--- src/rtl/timer_pkg.sv ---
// timer_pkg: shared constants and helpers for the enable-gated cycle timer.
package timer_pkg;

  // Counter width of the synthesis build.
  localparam int TIMER_WIDTH_DEFAULT = 26;

  // Counter width and target of the short build used in simulation.
  localparam int TIMER_WIDTH_SIM  = 6;
  localparam int TIMER_TARGET_SIM = 60;

  // True once an accumulated count has reached its terminal value.
  // Both operands are zero-extended to 32 bits, so widths 1..32 share one helper.
  function automatic logic count_reached(input logic [31:0] count, input logic [31:0] limit);
    return (count >= limit);
  endfunction

endpackage : timer_pkg

--- src/rtl/timer.sv ---
// timer: counts rising clock edges with in=1 and flags when the count reaches target.
// The count saturates at target rather than wrapping, and pauses while in=0.
// hit_target is combinational from the count register and the live target input.
module timer
  import timer_pkg::*;
#(
  parameter int WIDTH = TIMER_WIDTH_DEFAULT
) (
  input  logic             clk,
  input  logic             reset,      // asynchronous, active low
  input  logic             in,         // count enable
  input  logic [WIDTH-1:0] target,     // terminal count, unsigned
  output logic             hit_target
);

  logic [WIDTH-1:0] r_count;
  logic [WIDTH-1:0] w_count_next;
  logic             w_reached;

  // Reached flag is shared by the saturation test and the output, so an
  // all-ones count never increments and the counter cannot overflow.
  assign w_reached  = count_reached(32'(r_count), 32'(target));
  assign hit_target = w_reached;

  // Next count: advance only while enabled and still below target.
  always_comb begin
    w_count_next = r_count;
    if (!w_reached && in) begin
      w_count_next = r_count + WIDTH'(1);
    end else begin
      w_count_next = r_count;
    end
  end

  // Count register; asynchronous reset clears it regardless of clk.
  always_ff @(posedge clk or negedge reset) begin
    if (!reset) begin
      r_count <= '0;
    end else begin
      r_count <= w_count_next;
    end
  end

endmodule : timer

--- config.mk ---
export PLATFORM = sky130hd
export DESIGN_NAME = timer
export DESIGN_NICKNAME = d
export VERILOG_FILES = /design/src/rtl/timer_pkg.sv /design/src/rtl/timer.sv
export SDC_FILE = /design/constraint.sdc
export NUM_CORES = 1
export LEC_CHECK = 0
export CAP_MARGIN = 10
export CORE_MARGIN = 4
export CORE_UTILIZATION = 54
export CTS_CLUSTER_DIAMETER = 60
export CTS_CLUSTER_SIZE = 28
export DETAILED_ROUTE_END_ITERATION = 6
export PLACE_DENSITY_LB_ADDON = 0.05
export SYNTH_ARGS = -nofsm -noshare
export SYNTH_HDL_FRONTEND = slang
export SYNTH_SLANG_ARGS = --single-unit
--- constraint.sdc ---
create_clock -name clk -period 2.9 [get_ports clk]
set_input_delay 0.58 -clock clk [delete_from_list [all_inputs] [get_ports clk]]
set_output_delay 0.58 -clock clk [all_outputs]
set_load 0.05 [all_outputs]
==> metrics.cfg <==
[sta]
fin_crit_ps=2850
finalSetupTns_ps=0
finalSetupViolations=0
worst_pin_slew_ps=434
report.final.hold_viol_count=0
max_freq_mhz=350
final.setup.worst_slack_ps=46.9
finClkSkew_ps=3.65
slew_violations=0
maxSlewHeadroom_pct=71.0
period_share_pct=98.4

[logic_synthesis]
synth-seq-cells=26
ys.flop_type=dfrtp_1
avgSynthCellArea_um2=9.20
synth_area_um2=2010
synth_cell_types=35
ys_seq_area_share_pct=32.4
synth_cells=218
synth_nets=274
ys_warn_count=0
synth_edf_count=0
synthArstFlopShare_pct=100

[place]
dpl.hpwl_um=3060
place.gp.congestion=0.740
numPortBuffers=29
pre_cts_ws_ps=-294

[critical_path]
worst_path_largest_cell_delay_ps=450
cp_slowest_cell=clkdlybuf4s50_1
path_cells=clkdlybuf4s50_1, inv_1, ha_1, nand2_2, nor2_1, a311o_1, or2_4, buf_12
worst-path-buf-inv=3
critPathRequiredTime_ps=2320
arrival_ps=2270
r2r_setup_slack_ps=240
critPathTopFamily=buffers and inverters
end_kind=output port
cp-start-kind=primary input
worst-path-max-fanout=2
critPathKind=in2out

[finish]
final_util_pct=76.3
fin_nets=311
top_register=r_count
largest_reg_flops=26
syn_to_final_growth_pct=31.9
layout_common_cells=dfrtp_1 (26), xor2_1 (22), dlygate4sd2_1 (18), inv_1 (17), nor3_1 (14)
top_regs=r_count: 26 flops
drive_gt1_share_pct=24.1
layout_commonest_cell=dfrtp_1
diodes=0

[drt]
routed_wl_um=4300
drt_iter0_markers=90
ant_nets=0
firstDrtPassIters=4
route.vias.total=1686
vias_per_cell=5.64
drc=0
wire_per_inst_um=14.4

[clock_network]
cts_tree=yes
cts-root-buf=clkbuf_8
insertion_delay_ps=260
cts_buffers=3
clock-sinks=26
htreeDepth=1
clock_path_buffers=2
cts.clk_slew.worst_paths_ps=90

[floorplan]
die_area_um2=4750
design.core.area_um2=3470
ios=30
fp.dieH_um=68.9
start_util_pct=57.8
dieWidth_um=68.9
fp-row-count=21

[power_and_ir_drop]
p_per_area_nw_per_um2=344
leakagePower_nw=1.38
ir_worst_vdd_v=0.000313

[global_routing]
overflow=0
grt_antenna_before_repair=0
grt_max_degree=28
grt_first_pass_wirelength_um=7290
grt_pass1_vias=1621
grt_use_total_pct=20.2

[worst_hold_path]
worstHoldPathType=reg2reg

[status]
status=complete, no violations

[run]
max_cap_viol_count=0

Yosys cell counts (5+ instances only):
| cell | n | area share (%) |
|---|---|---|
| xor2_1 | 22 | 9.6 |
| nand3_1 | 9 | 2.2 |
| and3_1 | 5 | 1.6 |
| nor3_1 | 14 | 3.5 |
| nand2_1 | 14 | 2.6 |
| inv_1 | 30 | 5.6 |
| a21oi_1 | 11 | 2.7 |
| nor4_1 | 8 | 2.5 |
| nand4_1 | 13 | 4.1 |
| ha_1 | 27 | 17 |
| dfrtp_1 | 26 | 32 |
path summary, 6_finish.rpt:
check / startpoint / depth (start not counted) / end
setup / recovery: target[9] / 8 / hit_target
hold / removal: r_count[25] / 1 / r_count[25]
setup reg to reg: r_count[15] / 10 / r_count[0]
hold reg to reg: r_count[25] / 1 / r_count[25]
max in group asynchronous: reset / 2 / r_count[17]
min in group asynchronous: reset / 2 / r_count[4]
per-layer routing:
metal	global-route usage [%]	up-vias	share of wire [%]
met5	0	-	0
met4	5.11	0	0.88
met3	1.94	4	4.7
met2	34.0	35	48
met1	27.9	812	46
li1	-	835	-
repair_timing:
item | 4_1_cts | 5_1_grt
resized for setup | 53 | 12
hold buffers | 0 | 0
setup endpoints to repair | 1 | 1
pin swaps | 34 | 6
setup buffers | 1 | 2
logic make-up after synthesis:
| family | after synthesis | synth area share, % |
|---|---|---|
| AND/OR/NAND/NOR | 80 | 24.4 |
| buffers and inverters | 37 | 8.48 |
| adder cells (fa/ha/maj) | 27 | 16.8 |
| flip-flops | 26 | 32.4 |
| AO/OA/AOI/OAI | 24 | 7.36 |
| XOR/XNOR | 24 | 10.5 |
power breakdown:
group          total, mW  switching (mW)  internal [mW]
clock              0.201           0.108         0.0930
combinational      0.252           0.111          0.142
sequential         0.455          0.0570          0.398
total              0.909           0.276          0.633
per-stage QoR:
stage | power, mW | hold WS, ps | cells | cell area (um2)
after CTS | 0.900 | 480 | 297 | 2610
after global routing | 0.966 | 497 | 299 | 2650
after floorplan | 0.568 | 284 | 218 | 2010
after global placement | 0.648 | 463 | 294 | 2370
after detailed placement | 0.656 | 463 | 294 | 2370
final | 0.909 | 474 | 299 | 2650
area by class of cell:
cell class / instances / area, um2
multi-input combinational: 155 / 1420
fill: 266 / 823
sequential: 26 / 651
timing repair buffer: 39 / 363
inverter: 30 / 113
tap: 46 / 57.6
clock buffer: 3 / 41.3
Note: power is estimated with default switching activity, not from simulation.
